**config.mk**
```make
export PLATFORM = sky130hd
export DESIGN_NAME = fb_fill_scheduler
export DESIGN_NICKNAME = d
export VERILOG_FILES = /design/src/rtl/fb_pkg.sv /design/src/rtl/fb_fill_scheduler_rect_walker.sv /design/src/rtl/fb_fill_scheduler.sv
export SDC_FILE = /design/constraint.sdc
export NUM_CORES = 1
export LEC_CHECK = 0
export ABC_CLOCK_PERIOD_IN_PS = 5680
export CORE_MARGIN = 2
export CORE_UTILIZATION = 55
export DETAILED_ROUTE_END_ITERATION = 16
export MAX_ROUTING_LAYER = met4
export PLACE_DENSITY = 0.83
export SETUP_SLACK_MARGIN = 0.2
export SYNTH_ARGS = -nofsm -noshare
export SYNTH_HDL_FRONTEND = slang
export SYNTH_SLANG_ARGS = --single-unit
export TNS_END_PERCENT = 5
```
**constraint.sdc**
```tcl
create_clock -name clk -period 5.68 [get_ports clk]
set_input_delay 1.136 -clock clk [delete_from_list [all_inputs] [get_ports clk]]
set_output_delay 1.136 -clock clk [all_outputs]
set_load 0.02 [all_outputs]
```
**src/rtl/fb_pkg.sv**
```systemverilog
`default_nettype none
// ---------------------------------------------------------------------------
// fb_pkg : shared framebuffer geometry, fill-FSM states and address helper
// Rev 1.0
// ---------------------------------------------------------------------------
package fb_pkg;

    localparam int FB_W    = 160;
    localparam int FB_H    = 120;
    localparam int ADDR_W  = 15;
    localparam int COLOR_W = 3;

    typedef enum logic [1:0] {
        ST_IDLE = 2'd0,
        ST_CLIP = 2'd1,
        ST_FILL = 2'd2,
        ST_DONE = 2'd3
    } fb_state_e;

    function automatic logic [ADDR_W-1:0] fb_addr(input logic [7:0] x, input logic [6:0] y);
        return ADDR_W'(y) * ADDR_W'(FB_W) + ADDR_W'(x);
    endfunction

endpackage
`default_nettype wire

```
**src/rtl/fb_fill_scheduler_rect_walker.sv**
```systemverilog
`default_nettype none
// ---------------------------------------------------------------------------
// rect_walker : raster-order position tracker for a clipped fill rectangle
// Rev 1.0
// ---------------------------------------------------------------------------
module rect_walker
    import fb_pkg::*;
(
    input  logic              clk,
    input  logic              rst,
    input  logic              i_load,
    input  logic              i_advance,
    input  logic [7:0]        i_x0,
    input  logic [6:0]        i_y0,
    input  logic [8:0]        i_x_end,
    input  logic [8:0]        i_y_end,
    output logic [ADDR_W-1:0] o_addr,
    output logic              o_last
);

    logic [7:0]        r_x0;
    logic [7:0]        r_cx;
    logic [6:0]        r_cy;
    logic [7:0]        r_x_last;
    logic [6:0]        r_y_last;
    logic [ADDR_W-1:0] r_row_base;
    logic              w_row_end;

    assign w_row_end = (r_cx == r_x_last);
    assign o_last    = w_row_end && (r_cy == r_y_last);
    assign o_addr    = r_row_base + ADDR_W'(r_cx);

    always_ff @(posedge clk) begin
        if (rst) begin
            r_x0       <= '0;
            r_cx       <= '0;
            r_cy       <= '0;
            r_x_last   <= '0;
            r_y_last   <= '0;
            r_row_base <= '0;
        end else if (i_load) begin
            // Inclusive end coordinates keep the per-pixel compare narrow.
            r_x0       <= i_x0;
            r_cx       <= i_x0;
            r_cy       <= i_y0;
            r_x_last   <= 8'(i_x_end - 9'd1);
            r_y_last   <= 7'(i_y_end - 9'd1);
            r_row_base <= fb_addr(8'd0, i_y0);
        end else if (i_advance) begin
            if (w_row_end) begin
                r_cx       <= r_x0;
                r_cy       <= r_cy + 7'd1;
                r_row_base <= r_row_base + ADDR_W'(FB_W);
            end else begin
                r_cx       <= r_cx + 8'd1;
            end
        end
    end

endmodule
`default_nettype wire

```
**src/rtl/fb_fill_scheduler.sv**
```systemverilog
`default_nettype none
// ---------------------------------------------------------------------------
// fb_fill_scheduler : rectangle-fill sequencer sharing the framebuffer port
// with video reads (video always wins). Option: FB_FILL_VBLANK_GATE_EN.
// Rev 1.0
// ---------------------------------------------------------------------------
module fb_fill_scheduler
    import fb_pkg::*;
(
    input  logic               clk,
    input  logic               rst,
    input  logic               cmd_valid,
    output logic               cmd_ready,
    input  logic [7:0]         cmd_x0,
    input  logic [6:0]         cmd_y0,
    input  logic [7:0]         cmd_w,
    input  logic [6:0]         cmd_h,
    input  logic [COLOR_W-1:0] cmd_color,
    input  logic               vid_req,
    input  logic [ADDR_W-1:0]  vid_addr,
    output logic [COLOR_W-1:0] vid_data,
    output logic [ADDR_W-1:0]  mem_addr,
    output logic               mem_we,
    output logic [COLOR_W-1:0] mem_wdata,
    input  logic [COLOR_W-1:0] mem_rdata,
`ifdef FB_FILL_VBLANK_GATE_EN
    input  logic               vblank,
`endif
    output logic               busy,
    output logic               done
);

    fb_state_e          r_state;
    fb_state_e          w_next;
    logic [7:0]         r_x0;
    logic [6:0]         r_y0;
    logic [7:0]         r_w;
    logic [6:0]         r_h;
    logic [COLOR_W-1:0] r_color;

    logic [8:0]         w_x_sum;
    logic [8:0]         w_y_sum;
    logic [8:0]         w_x_end;
    logic [8:0]         w_y_end;
    logic               w_empty;
    logic               w_gate;
    logic               w_write;
    logic               w_accept;
    logic               w_last;
    logic [ADDR_W-1:0]  w_fill_addr;

    assign w_accept = cmd_valid && (r_state == ST_IDLE);

    // 9-bit sums cannot wrap, so clipping is a plain min().
    assign w_x_sum = {1'b0, r_x0} + {1'b0, r_w};
    assign w_y_sum = {2'b00, r_y0} + {2'b00, r_h};
    assign w_x_end = (w_x_sum > 9'(FB_W)) ? 9'(FB_W) : w_x_sum;
    assign w_y_end = (w_y_sum > 9'(FB_H)) ? 9'(FB_H) : w_y_sum;
    assign w_empty = (r_w == 8'd0) || (r_h == 7'd0) ||
                     ({1'b0, r_x0} >= 9'(FB_W)) || ({2'b00, r_y0} >= 9'(FB_H));

`ifdef FB_FILL_VBLANK_GATE_EN
    assign w_gate = vblank;
`else
    assign w_gate = 1'b1;
`endif

    assign w_write = (r_state == ST_FILL) && !vid_req && w_gate;

    rect_walker u_walker (
        .clk       (clk),
        .rst       (rst),
        .i_load    (r_state == ST_CLIP),
        .i_advance (w_write),
        .i_x0      (r_x0),
        .i_y0      (r_y0),
        .i_x_end   (w_x_end),
        .i_y_end   (w_y_end),
        .o_addr    (w_fill_addr),
        .o_last    (w_last)
    );

    always_ff @(posedge clk) begin
        if (rst) begin
            r_state <= ST_IDLE;
            r_x0    <= '0;
            r_y0    <= '0;
            r_w     <= '0;
            r_h     <= '0;
            r_color <= '0;
        end else begin
            r_state <= w_next;
            if (w_accept) begin
                r_x0    <= cmd_x0;
                r_y0    <= cmd_y0;
                r_w     <= cmd_w;
                r_h     <= cmd_h;
                r_color <= cmd_color;
            end
        end
    end

    always_comb begin
        w_next = r_state;
        case (r_state)
            ST_IDLE: if (w_accept) w_next = ST_CLIP;
            ST_CLIP: w_next = w_empty ? ST_DONE : ST_FILL;
            ST_FILL: if (w_write && w_last) w_next = ST_DONE;
            ST_DONE: w_next = ST_IDLE;
            default: w_next = ST_IDLE;
        endcase
    end

    assign busy      = (r_state != ST_IDLE);
    assign cmd_ready = (r_state == ST_IDLE);
    assign done      = (r_state == ST_DONE);

    assign mem_addr  = vid_req ? vid_addr : w_fill_addr;
    assign mem_we    = w_write;
    assign mem_wdata = r_color;
    assign vid_data  = mem_rdata;

endmodule
`default_nettype wire

```
# == Word-level counts from Yosys, hierarchy flattened ==
# Index checks and enable logic that the tools add are counted.
# totals
output_inout_bits,25
word_cells,67
reg_bits,88
inputBits,55
# classes
muxes,16
eq_ne,7
multipliers,1
addsub,8
magnitude_cmp,4
reduce_logical,18
# ops
cell,count
$mux W15,4
$mux W8,4
$mux W7,4
$add A15 B8 Y15,1
$add A15 B8 Y15 const B,1
$mul A7 B3 Y10 const B,1
$add A8 B8 Y9,1
$gt A9 B8 Y1 const B,1
$add A7 B7 Y8,1
$add A8 B1 Y8 const B,1
$eq A8 B8 Y1,1
$ge A8 B8 Y1 const B,1
$gt A8 B7 Y1 const B,1
$logic_not A8 Y1,1
$pmux W2 S4,1
$sub A8 B1 Y8 const B,1
$add A7 B1 Y7 const B,1
$eq A7 B7 Y1,1
$ge A7 B7 Y1 const B,1
$logic_not A7 Y1,1
$sub A7 B1 Y7 const B,1
$reduce_and A2 Y1,3
$reduce_bool A2 Y1,3
$eq A2 B2 Y1 const B,2
9 further kinds,16

# == Logic depth before layout (Yosys ltp) ==
# Gate-level depths: netlist of run 1.
# logic_depth
depth_word,6
ltp_mapped,16
mapped_depth_nobuf,16

# == By module ==
# From an unflattened synthesis of run 1, not the netlist that was laid out.
# hier_totals
cells_unflattened,678
hier_area_um2,5565.3
# by_module_without_submodules
mod,area_per_inst_um2,n_inst,seq_area_each_um2,cells_each
rect_walker,3150.5,1,960.9,364
fb_fill_scheduler,2414.8,1,700.7,314

# == Worst setup path before layout of run 1 ==
# OpenSTA, ideal clock, no wires.
# synth_timing
path_kind,reg2reg
from,reg r_x0[0]
to,reg u_walker.r_x_last[2]
n_path_buf,0
synth_period_minus_slack_ns,3.320
arrival_ns,3.232
t_required_ns,5.592
setup_time_ns,0.088
path_stages_with_launch,13
slack_ns,2.360
cell_sequence,dfxtp_1 ha_1 inv_1 fa_1 xor2_1 and3b_1 o211a_1 a311o_1 a21boi_2 or3_2 ha_1 or4_1 a311oi_2
# synth_between
elab_chain_len,4
# synth_rtl
element,line,rtl
start: declaration,fb_fill_scheduler.sv:35,logic [7:0] r_x0;
start signal: assignment,fb_fill_scheduler.sv:94,r_x0 <= cmd_x0;
$add A8 B8 Y9 (*),fb_fill_scheduler.sv:55,"assign w_x_sum = {1'b0, r_x0} + {1'b0, r_w};"
$gt A9 B8 Y1,fb_fill_scheduler.sv:57,assign w_x_end = (w_x_sum > 9'(FB_W)) ? 9'(FB_W) : w_x_sum;
$mux W8 (*),fb_fill_scheduler.sv:57,
$sub A8 B1 Y8 (*),fb_fill_scheduler_rect_walker.sv:46,r_x_last <= 8'(i_x_end - 9'd1);
end signal: assignment,fb_fill_scheduler_rect_walker.sv:46,
end: declaration,fb_fill_scheduler_rect_walker.sv:24,logic [7:0] r_x_last;
# Mark *: on every way between the ends. The rest lies on a longest branch, timed or not.
# A chain may end at the register's enable or synchronous reset.

# == Worst setup path after layout of run 1 ==
# layout_timing
from,in vid_req
to,out mem_we
# layout_between
elab_chain_len,2
# layout_rtl
element,line,rtl
start: declaration,fb_fill_scheduler.sv:19,"input logic vid_req,"
$logic_not A1 Y1,fb_fill_scheduler.sv:68,assign w_write = (r_state == ST_FILL) && !vid_req && w_gate;
$logic_and A1 B1 Y1,fb_fill_scheduler.sv:68,
end: declaration,fb_fill_scheduler.sv:23,"output logic mem_we,"
# Every way passes these cells.

==> run_results.csv, run 1 <==
group,metric,value,unit
outcome,status,"finished clean",
clock_network,cts.sinks,83,
floorplan,die_h,102.8,um
sta,fin_skew,10.81,ps
critical_path,crit_path_top_delay_cell,"clkdlybuf4s50_1",
floorplan,io_pins,80,
logic_synthesis,synth_xor_area_frac,0.09142,
sta,relSlewSlack,0.3386,
clock_network,cts.clk_slew.worst_paths,80,ps
logic_synthesis,synthSimpleGateAreaFrac,0.2048,
clock_network,cts_root_buffer,"clkbuf_8",
critical_path,crit_end,"mem_we",
sta,hold_viol_final,0,
floorplan,die_w,102.8,um
routing,drc,0,
routing,wl_met1,5574,um
routing,vias,4743,
critical_path,critical_path_required,4540,ps
sta,fin_ws,1454,ps
sta,period_share,0.7440,
logic_synthesis,synth.top_cell.area_share,0.3097,
finish,fin_cells,859,
clock_network,cts_tree,"built",
floorplan,fp.coreArea,9639,um2
min_path,hold_start,"mem_wdata[1]",
sta,slew_viol_final,0,
critical_path,r2r_start,"r_x0[0]",
logic_synthesis,post-synth-top-area-cell,"dfxtp_1",
logic_synthesis,netlist_area,5365,um2
critical_path,cp.arrival,3090,ps
global_route,grt_pass1_wl,20200,um
logic_synthesis,synth_compound_area_frac,0.2048,
sta,worstMarginPinSlew,989.7,ps
logic_synthesis,synth_cell_type_count,74,
routing,top_layer_used,"met4",
routing,drt_iter0_markers,174,
clock_network,hold_buffers,0,
sta,min_period,4226,ps
clock_network,ctsResizeCount,0,
critical_path,cpMostUsedCell,"clkdlybuf4s50_1",
global_route,antenna_found_initial,0,
logic_synthesis,yosysMostFrequentCell,"nand2_1",
logic_synthesis,ys_seq_elements,83,
power_and_ir_drop,p_clk_frac,0.185,
logic_synthesis,synth_edf_count,0,
placed_design,hpwl,8888,um
critical_path,r2r_slack,2010,ps
global_route,grt_pass1_vias,4543,
power_and_ir_drop,pwr-share-comb,0.488,
min_path,hold_depth,2,
sta,setup-violations-final,0,
critical_path,critPathBufInv,4,
logic_synthesis,synthAdderAreaFrac,0.1012,
power_and_ir_drop,p_sw,0.001149,W
critical_path,path_class,"in -> out",
floorplan,dieArea,10560,um2
logic_synthesis,yosys_warnings,0,
finish,area_delta_synth_final,17.68,%
critical_path,r2r_cells,16,
logic_synthesis,synthCells,673,
placed_design,numPortBuffers,73,
power_and_ir_drop,swShare,0.4195,
clock_network,cts-buffers-inserted,9,
sta,rsz0062_at_grt,"no",
global_route,globalRouteTotalUtil,0.2444,
finish,n_antenna_cell,0,
clock_network,cts_max_level,3,
power_and_ir_drop,leakagePower,2.482,nW
logic_synthesis,synthArstFlopShare,0,
logic_synthesis,synth_top_family_by_area,"compound AO/OA/AOI/OAI gates",
sta,max_freq,0.2366,GHz
logic_synthesis,synthTopCellsByCount,"nand2_1 (120), dfxtp_1 (83), a21oi_1 (71)",
routing,wl_met3,604,um
flow_run,maxCapViolCount,0,
power_and_ir_drop,ir_drop,262.8,uV
logic_synthesis,ys.flop_type,"dfxtp_1",
finish,fillers,829,
logic_synthesis,synth_area_leaders,"dfxtp_1 (31%), ha_1 (8.6%), nand2_1 (8.4%)",
placed_design,placed_cells,844,
global_route,grt_overflow_total,0,
power_and_ir_drop,power.density,434.0,nW/um2
routing,route.met2.wl,5689,um
clock_network,postCtsSetupBuffers,0,
global_route,grt_max_degree,82,
critical_path,end_kind,"output pin",
routing,antenna_left,0,
power_and_ir_drop,p_int,0.001591,W
routing,drt_pass1_iterations,5,
min_path,holdCritPathClass,"reg -> reg",
clock_network,cts_max_path_buffers,2,
routing,viasPerCell,5.522,
logic_synthesis,yosysSeqAreaShare,0.3097,
finish,final_cell_area,6314,um2
power_and_ir_drop,pwr-share-seq,0.327,
critical_path,max_stage_delay,660,ps
finish,drive_above_1_share,0.05923,
critical_path,cp-startpoint,"vid_req",
logic_synthesis,syn_avg_cell_area,7.972,um2
floorplan,initial_core_util,0.5566,
critical_path,rr_endpoint,"u_walker.r_x_last[4]",
placed_design,place_area,6076,um2
critical_path,crit_chain,"clkdlybuf4s50_1, nand2b_1, buf_4, inv_1, clkdlybuf4s50_1",
critical_path,cp_max_fo,19,
routing,drt-total-wl,11970,um
routing,post_drt_wl_per_cell,13.94,um
placed_design,place_ws,1464,ps
placed_design,routabilityCongestion,0.8389,
floorplan,rows,36,
sta,setup-tns-final,0,ps
critical_path,path_depth,5,
logic_synthesis,syn_nets,769,
critical_path,cp_top_family,"buffers and inverters",
finish,fin_nets,818,
clock_network,clk_latency,350,ps
critical_path,worstSetupStartpointType,"input pin",
logic_synthesis,yosys-mux-area-fraction,0.02915,
==> through the flow <==
step	utilization	power, W	hold slack (ps)
after floorplan	-	0.001935	436.7
after global placement	0.6303	0.002185	444.1
after detailed placement	0.6303	0.002234	451.8
after CTS	0.6550	0.002748	462.9
after global routing	0.6550	0.002951	494.6
final	0.6550	0.002740	459.2
==> cell type report <==
type	instances	area [um2]	area share
Sequential cell	83	1662	0.2632
Tap cell	133	166.4	0.02636
Clock buffer	9	123.9	0.01962
Clock inverter	6	113.9	0.01803
Multi-Input combinational cell	523	3387	0.5365
Timing Repair Buffer	77	755.7	0.1197
Inverter	28	105.1	0.01665
==> worst min-delay path, stage by stage, from the launching register on <==
cell and delay (ps):
dfxtp_1 310, nand2_1 50, a21oi_1 50
==> cell families after synthesis <==
kind of cell             Yosys count
multiplexers                      15
adder cells (fa/ha/maj)           41
flip-flops                        83
AO/OA/AOI/OAI                    169
AND/OR/NAND/NOR                  242
buffers and inverters             67
XOR/XNOR                          56
==> power by group through the flow <==
| stage | Clock (W) | Combinational, W | Sequential [W] |
|---|---|---|---|
| 2_1_floorplan | 0 | 0.00108 | 0.000851 |
| 3_3_place_gp | 0 | 0.00129 | 0.000897 |
| 3_5_place_dp | 0 | 0.00133 | 0.000906 |
| 4_1_cts | 0.000514 | 0.00134 | 0.000893 |
| 5_1_grt | 0.000538 | 0.00150 | 0.000916 |
| 6_report | 0.000508 | 0.00134 | 0.000895 |
==> how the worst min path moves through the flow <==
stage,to
2_1_floorplan,u_walker.r_x0[7]
3_3_place_gp,mem_wdata[1]
3_5_place_dp,mem_wdata[1]
4_1_cts,mem_wdata[1]
5_1_grt,mem_wdata[1]
6_report,mem_wdata[1]
==> per-layer routing <==
metal  track usage  up-vias
met5             -        -
met4       0.06680        0
met3       0.04136       10
met2        0.4138      121
met1        0.3027     2156
li1              -     2456
==> cells in the final DEF, fill, tap and decap left out, drive strengths merged, types with 8 or more instances in the layout <==
cell / instances
clkdlybuf4s50: 72
nor3: 15
inv: 29
a311oi: 10
nand3: 9
a211oi: 11
o21ai: 32
nand4: 9
xnor2: 26
xor2: 30
nor4: 8
a21oi: 71
nand2b: 8
dfxtp: 83
mux2i: 10
nor2: 48
clkbuf: 9
ha: 37
nand2: 120
==> state kept, by name, indices dropped and copies added (netlist names) <==
name and flops:
u_walker.r_x0 8, mem_wdata 3, r_w 8, u_walker.r_x_last 8, u_walker.r_row_base 10, r_state 2, r_y0 7, r_x0 8
u_walker.r_cy 7, r_h 7, u_walker.r_cx 8, u_walker.r_y_last 7
Power figures use the tool's default switching activity.
==> inputs of run 2 (changes only) <==
Settings changed: ABC_CLOCK_PERIOD_IN_PS 5680 to 4200.
Clock period 5.68 ns to 4.2 ns, I/O delays scaled along.
==> run_results.csv, run 2 (synthesized netlist as in run 1, its figures left out) <==
group,metric,value,unit
sta,period_share,0.8712,
placed_design,numPortBuffers,73,
global_route,grt_pass1_vias,4480,
finish,final_cell_mix,"nand2_1 (120), dfxtp_1 (83), clkdlybuf4s50_1 (72)",
floorplan,die_w,102.8,um
power_and_ir_drop,leakagePower,2.484,nW
critical_path,crit_path_top_delay_cell,"clkdlybuf4s50_1",
floorplan,die_h,102.8,um
critical_path,worstSetupStartpointType,"flop",
clock_network,cts-buffers-inserted,9,
sta,min_period,3659,ps
floorplan,rows,36,
floorplan,fp.coreArea,9639,um2
sta,fin_skew,12.37,ps
floorplan,io_pins,80,
clock_network,cts_max_level,3,
finish,drive_above_1_share,0.06052,
critical_path,cp_max_fo,7,
global_route,grt_max_degree,67,
clock_network,cts_tree,"built",
placed_design,hpwl,8993,um
sta,hold_viol_final,0,
sta,worstMarginPinSlew,1229,ps
critical_path,cp.arrival,2820,ps
global_route,antenna_found_initial,0,
clock_network,cts.clk_slew.worst_paths,90,ps
min_path,holdCritPathClass,"reg -> reg",
critical_path,critical_path_required,3360,ps
finish,largest_reg_flops,10,
critical_path,crit_chain,"ha_1, inv_1, fa_1, nor2b_1, o21ai_0, nor2_1, xnor2_1, o21ai_0, clkdlybuf4s50_1",
clock_network,postCtsSetupBuffers,0,
critical_path,end_kind,"output pin",
critical_path,path_class,"reg -> out",
clock_network,ctsResizeCount,0,
routing,drc,0,
routing,vias,4796,
global_route,grt_overflow_total,0,
critical_path,cpMostUsedCell,"o21ai_0",
floorplan,dieArea,10560,um2
finish,fin_nets,820,
global_route,globalRouteTotalUtil,0.2405,
finish,n_antenna_cell,0,
finish,final_core_util,0.6541,
routing,drt-total-wl,12210,um
finish,area_delta_synth_final,17.51,%
finish,layout_commonest_cell,"nand2_1",
sta,rsz0062_at_grt,"no",
placed_design,place_area,6091,um2
placed_design,routabilityCongestion,0.8562,
power_and_ir_drop,power.density,578.9,nW/um2
finish,final_cell_area,6305,um2
sta,fin_ws,540.9,ps
sta,slew_viol_final,0,
routing,drt_pass1_iterations,4,
critical_path,cp_top_family,"buffers and inverters",
clock_network,clk_latency,350,ps
sta,hold_ws,468.7,ps
critical_path,critPathBufInv,2,
flow_run,maxCapViolCount,0,
sta,relSlewSlack,0.1804,
finish,regMostFlops,"u_walker.r_row_base",
clock_network,cts_root_buffer,"clkbuf_8",
global_route,grt_pass1_wl,19980,um
power_and_ir_drop,ir_drop,487.5,uV
floorplan,initial_core_util,0.5566,
placed_design,place_ws,614.5,ps
routing,post_drt_wl_per_cell,14.20,um
routing,drt_iter0_markers,186,
outcome,status,"finished clean",
routing,viasPerCell,5.577,
clock_network,hold_buffers,0,
sta,setup-violations-final,0,
routing,antenna_left,0,
sta,setup-tns-final,0,ps
clock_network,cts.sinks,83,
critical_path,max_stage_delay,620,ps
sta,max_freq,0.2733,GHz
clock_network,cts_max_path_buffers,2,
-- run 2: cell count changes in the layout (fill, tap and decap cells not counted) --
cell / before / now
clkinvlp_4: 2 / 1
clkinv_4: 0 / 1
inv_6: 1 / 0
clkbuf_8: 9 / 10
buf_4: 4 / 6
bufinv_16: 3 / 2
-- run 2: final cells by class --
class	count	area (um2)
Multi-Input combinational cell	523	3387
Fill cell	849	3334
Sequential cell	83	1662
Timing Repair Buffer	79	770.7
Tap cell	133	166.4
Clock buffer	10	137.6
Inverter	28	105.1
Clock inverter	4	76.32
-- run 2: layer usage --
layer | up-vias | track usage | wire length, um
met5 | - | - | 0
met4 | 0 | 0.07490 | 191
met3 | 18 | 0.03390 | 696
met2 | 147 | 0.4002 | 5758
met1 | 2183 | 0.3037 | 5561
li1 | 2448 | - | -
-- run 2: power by group --
part / switching (W) / internal (W)
clock network: 0.000281 / 0.000346
registers: 0.000221 / 0.000987
logic: 0.00104 / 0.000774
-- run 2: worst register-to-register path, delay by kind of cell, from the launching register on --
kind / cells / cell delay [ps]
flops: 1 / 370
compound gates: 4 / 930
simple gates: 4 / 1280
buf+inv: 1 / 70
fa+ha+maj: 3 / 900
-- run 2: stage by stage --
step,std cells,power [W]
global route,860,0.003923
detailed placement,846,0.003022
finish,860,0.003650
floorplan,673,0.002616
global placement,846,0.002953
CTS,860,0.003657
-- run 2: final timing paths --
path / start / slack (ps) / to / cells past startpoint
worst max register to register: r_w[0] / 560 / u_walker.r_x_last[2] / 12
worst max-delay path: u_walker.r_cx[5] / 540 / mem_addr[13] / 9
worst min register to register: mem_wdata[2] / 470 / mem_wdata[2] / 2
worst min-delay path: mem_wdata[2] / 470 / mem_wdata[2] / 2
==> inputs of run 3 (changes only) <==
Settings changed: CORE_MARGIN 2 to default.
==> run_results.csv, run 3 (synthesized netlist as in run 1, its figures left out) <==
group,metric,value,unit
outcome,status,"finished clean",
sta,hold_ws,466.4,ps
placed_design,hpwl,9032,um
clock_network,cts_max_level,3,
global_route,antenna_found_initial,0,
critical_path,cp_max_fo,7,
critical_path,cp-startpoint,"r_x0[0]",
critical_path,r2r_cells,12,
min_path,hold_start,"u_walker.r_x0[6]",
critical_path,path_class,"reg -> reg",
sta,setup-tns-final,0,ps
floorplan,initial_core_util,0.5752,
placed_design,place_area,6086,um2
critical_path,r2r_slack,540,ps
clock_network,cts_root_buffer,"clkbuf_8",
floorplan,io_pins,80,
finish,largest_reg_flops,10,
critical_path,crit_end,"u_walker.r_x_last[2]",
power_and_ir_drop,finalPower,0.003581,W
global_route,globalRouteTotalUtil,0.2673,
floorplan,die_w,100.8,um
routing,drt-total-wl,12280,um
sta,rsz0062_at_grt,"no",
finish,n_antenna_cell,0,
global_route,grt_overflow_total,0,
sta,fin_skew,11.43,ps
clock_network,cts.sinks,83,
routing,antenna_left,0,
sta,slew_viol_final,0,
critical_path,cp.arrival,3930,ps
floorplan,die_h,100.8,um
sta,relSlewSlack,0.2275,
sta,setup-violations-final,0,
critical_path,worstSetupStartpointType,"flop",
finish,drive_above_1_share,0.06173,
clock_network,cts_tree,"built",
finish,area_delta_synth_final,16.95,%
finish,final_cell_area,6275,um2
routing,drc,0,
routing,post_drt_wl_per_cell,14.31,um
clock_network,postCtsSetupBuffers,0,
critical_path,rr_endpoint,"u_walker.r_x_last[2]",
floorplan,fp.coreArea,9328,um2
power_and_ir_drop,leakagePower,2.474,nW
routing,drt_iter0_markers,243,
routing,vias,4871,
routing,viasPerCell,5.677,
global_route,grt_max_degree,66,
sta,worstMarginPinSlew,1159,ps
power_and_ir_drop,power.density,570.8,nW/um2
global_route,grt_pass1_wl,21180,um
clock_network,cts.clk_slew.worst_paths,90,ps
sta,min_period,3656,ps
critical_path,end_kind,"flop",
finish,regMostFlops,"u_walker.r_row_base",
clock_network,clk_latency,350,ps
sta,hold_viol_final,0,
sta,period_share,0.8705,
finish,final_cell_mix,"nand2_1 (120), dfxtp_1 (83), clkdlybuf4s50_1 (72)",
power_and_ir_drop,ir_drop,518.0,uV
finish,fin_nets,820,
global_route,grt_pass1_vias,4607,
finish,fillers,758,
placed_design,routabilityCongestion,0.9200,
routing,drt_pass1_iterations,6,
placed_design,numPortBuffers,73,
sta,max_freq,0.2735,GHz
floorplan,dieArea,10150,um2
flow_run,maxCapViolCount,0,
clock_network,cts-buffers-inserted,9,
floorplan,rows,35,
critical_path,r2r_start,"r_x0[0]",
clock_network,ctsResizeCount,0,
clock_network,cts_max_path_buffers,2,
min_path,holdCritPathClass,"reg -> reg",
critical_path,critical_path_required,4470,ps
clock_network,hold_buffers,0,
finish,layout_commonest_cell,"nand2_1",
[run 3: cell count changes in the layout (fill, tap and decap cells not counted), sizes merged]
cell	before	now
bufinv	2	0
clkbuf	10	12
clkinv	1	2
inv	28	29
[run 3: how the worst min path moves through the flow]
stage | end | depth (start not counted)
2_1_floorplan | u_walker.r_x0[7] | 2
3_3_place_gp | mem_wdata[2] | 2
3_5_place_dp | u_walker.r_x0[7] | 2
4_1_cts | u_walker.r_x0[7] | 2
5_1_grt | u_walker.r_x0[7] | 2
6_report | u_walker.r_x0[6] | 2
[run 3: layout make-up]
class	instances	area, um2	share of cell area
multi-input combinational	523	3387	0.5398
sequential	83	1662	0.2648
timing repair buffer	79	770.7	0.1228
tap	129	161.4	0.02572
clock buffer	12	155.1	0.02473
inverter	28	105.1	0.01675
clock inverter	4	33.78	0.005384
[run 3: where the power goes]
group	internal, W	switching (W)
Sequential	0.000986	0.000218
Combinational	0.000775	0.00105
Clock	0.000252	0.000297
[run 3: critical path, cell delays in order (launching register included)]
cell and delay (ps):
dfxtp_1 370, ha_1 220, inv_1 70, fa_1 420, xor2_1 330, and3b_1 290
o211a_1 190, a311o_1 130, a21boi_2 100, or3_2 420, ha_1 250, or4_1 550
a311oi_2 240
[run 3: layer usage]
layer | vias to the layer above | global-route usage | share of wire
li1 | 2459 | - | -
met1 | 2257 | 0.3445 | 0.46
met2 | 136 | 0.4347 | 0.48
met3 | 19 | 0.03675 | 0.046
met4 | 0 | 0.08584 | 0.014
met5 | - | - | 0
[run 3: through the flow]
step | util | setup WS (ps) | cells
finish | 0.6727 | 543.8 | 858
global route | 0.6727 | 234.5 | 858
CTS | 0.6727 | 554.2 | 858
detailed placement | 0.6524 | 598.5 | 842
global placement | 0.6524 | 746.8 | 842
floorplan | - | 879.9 | 673
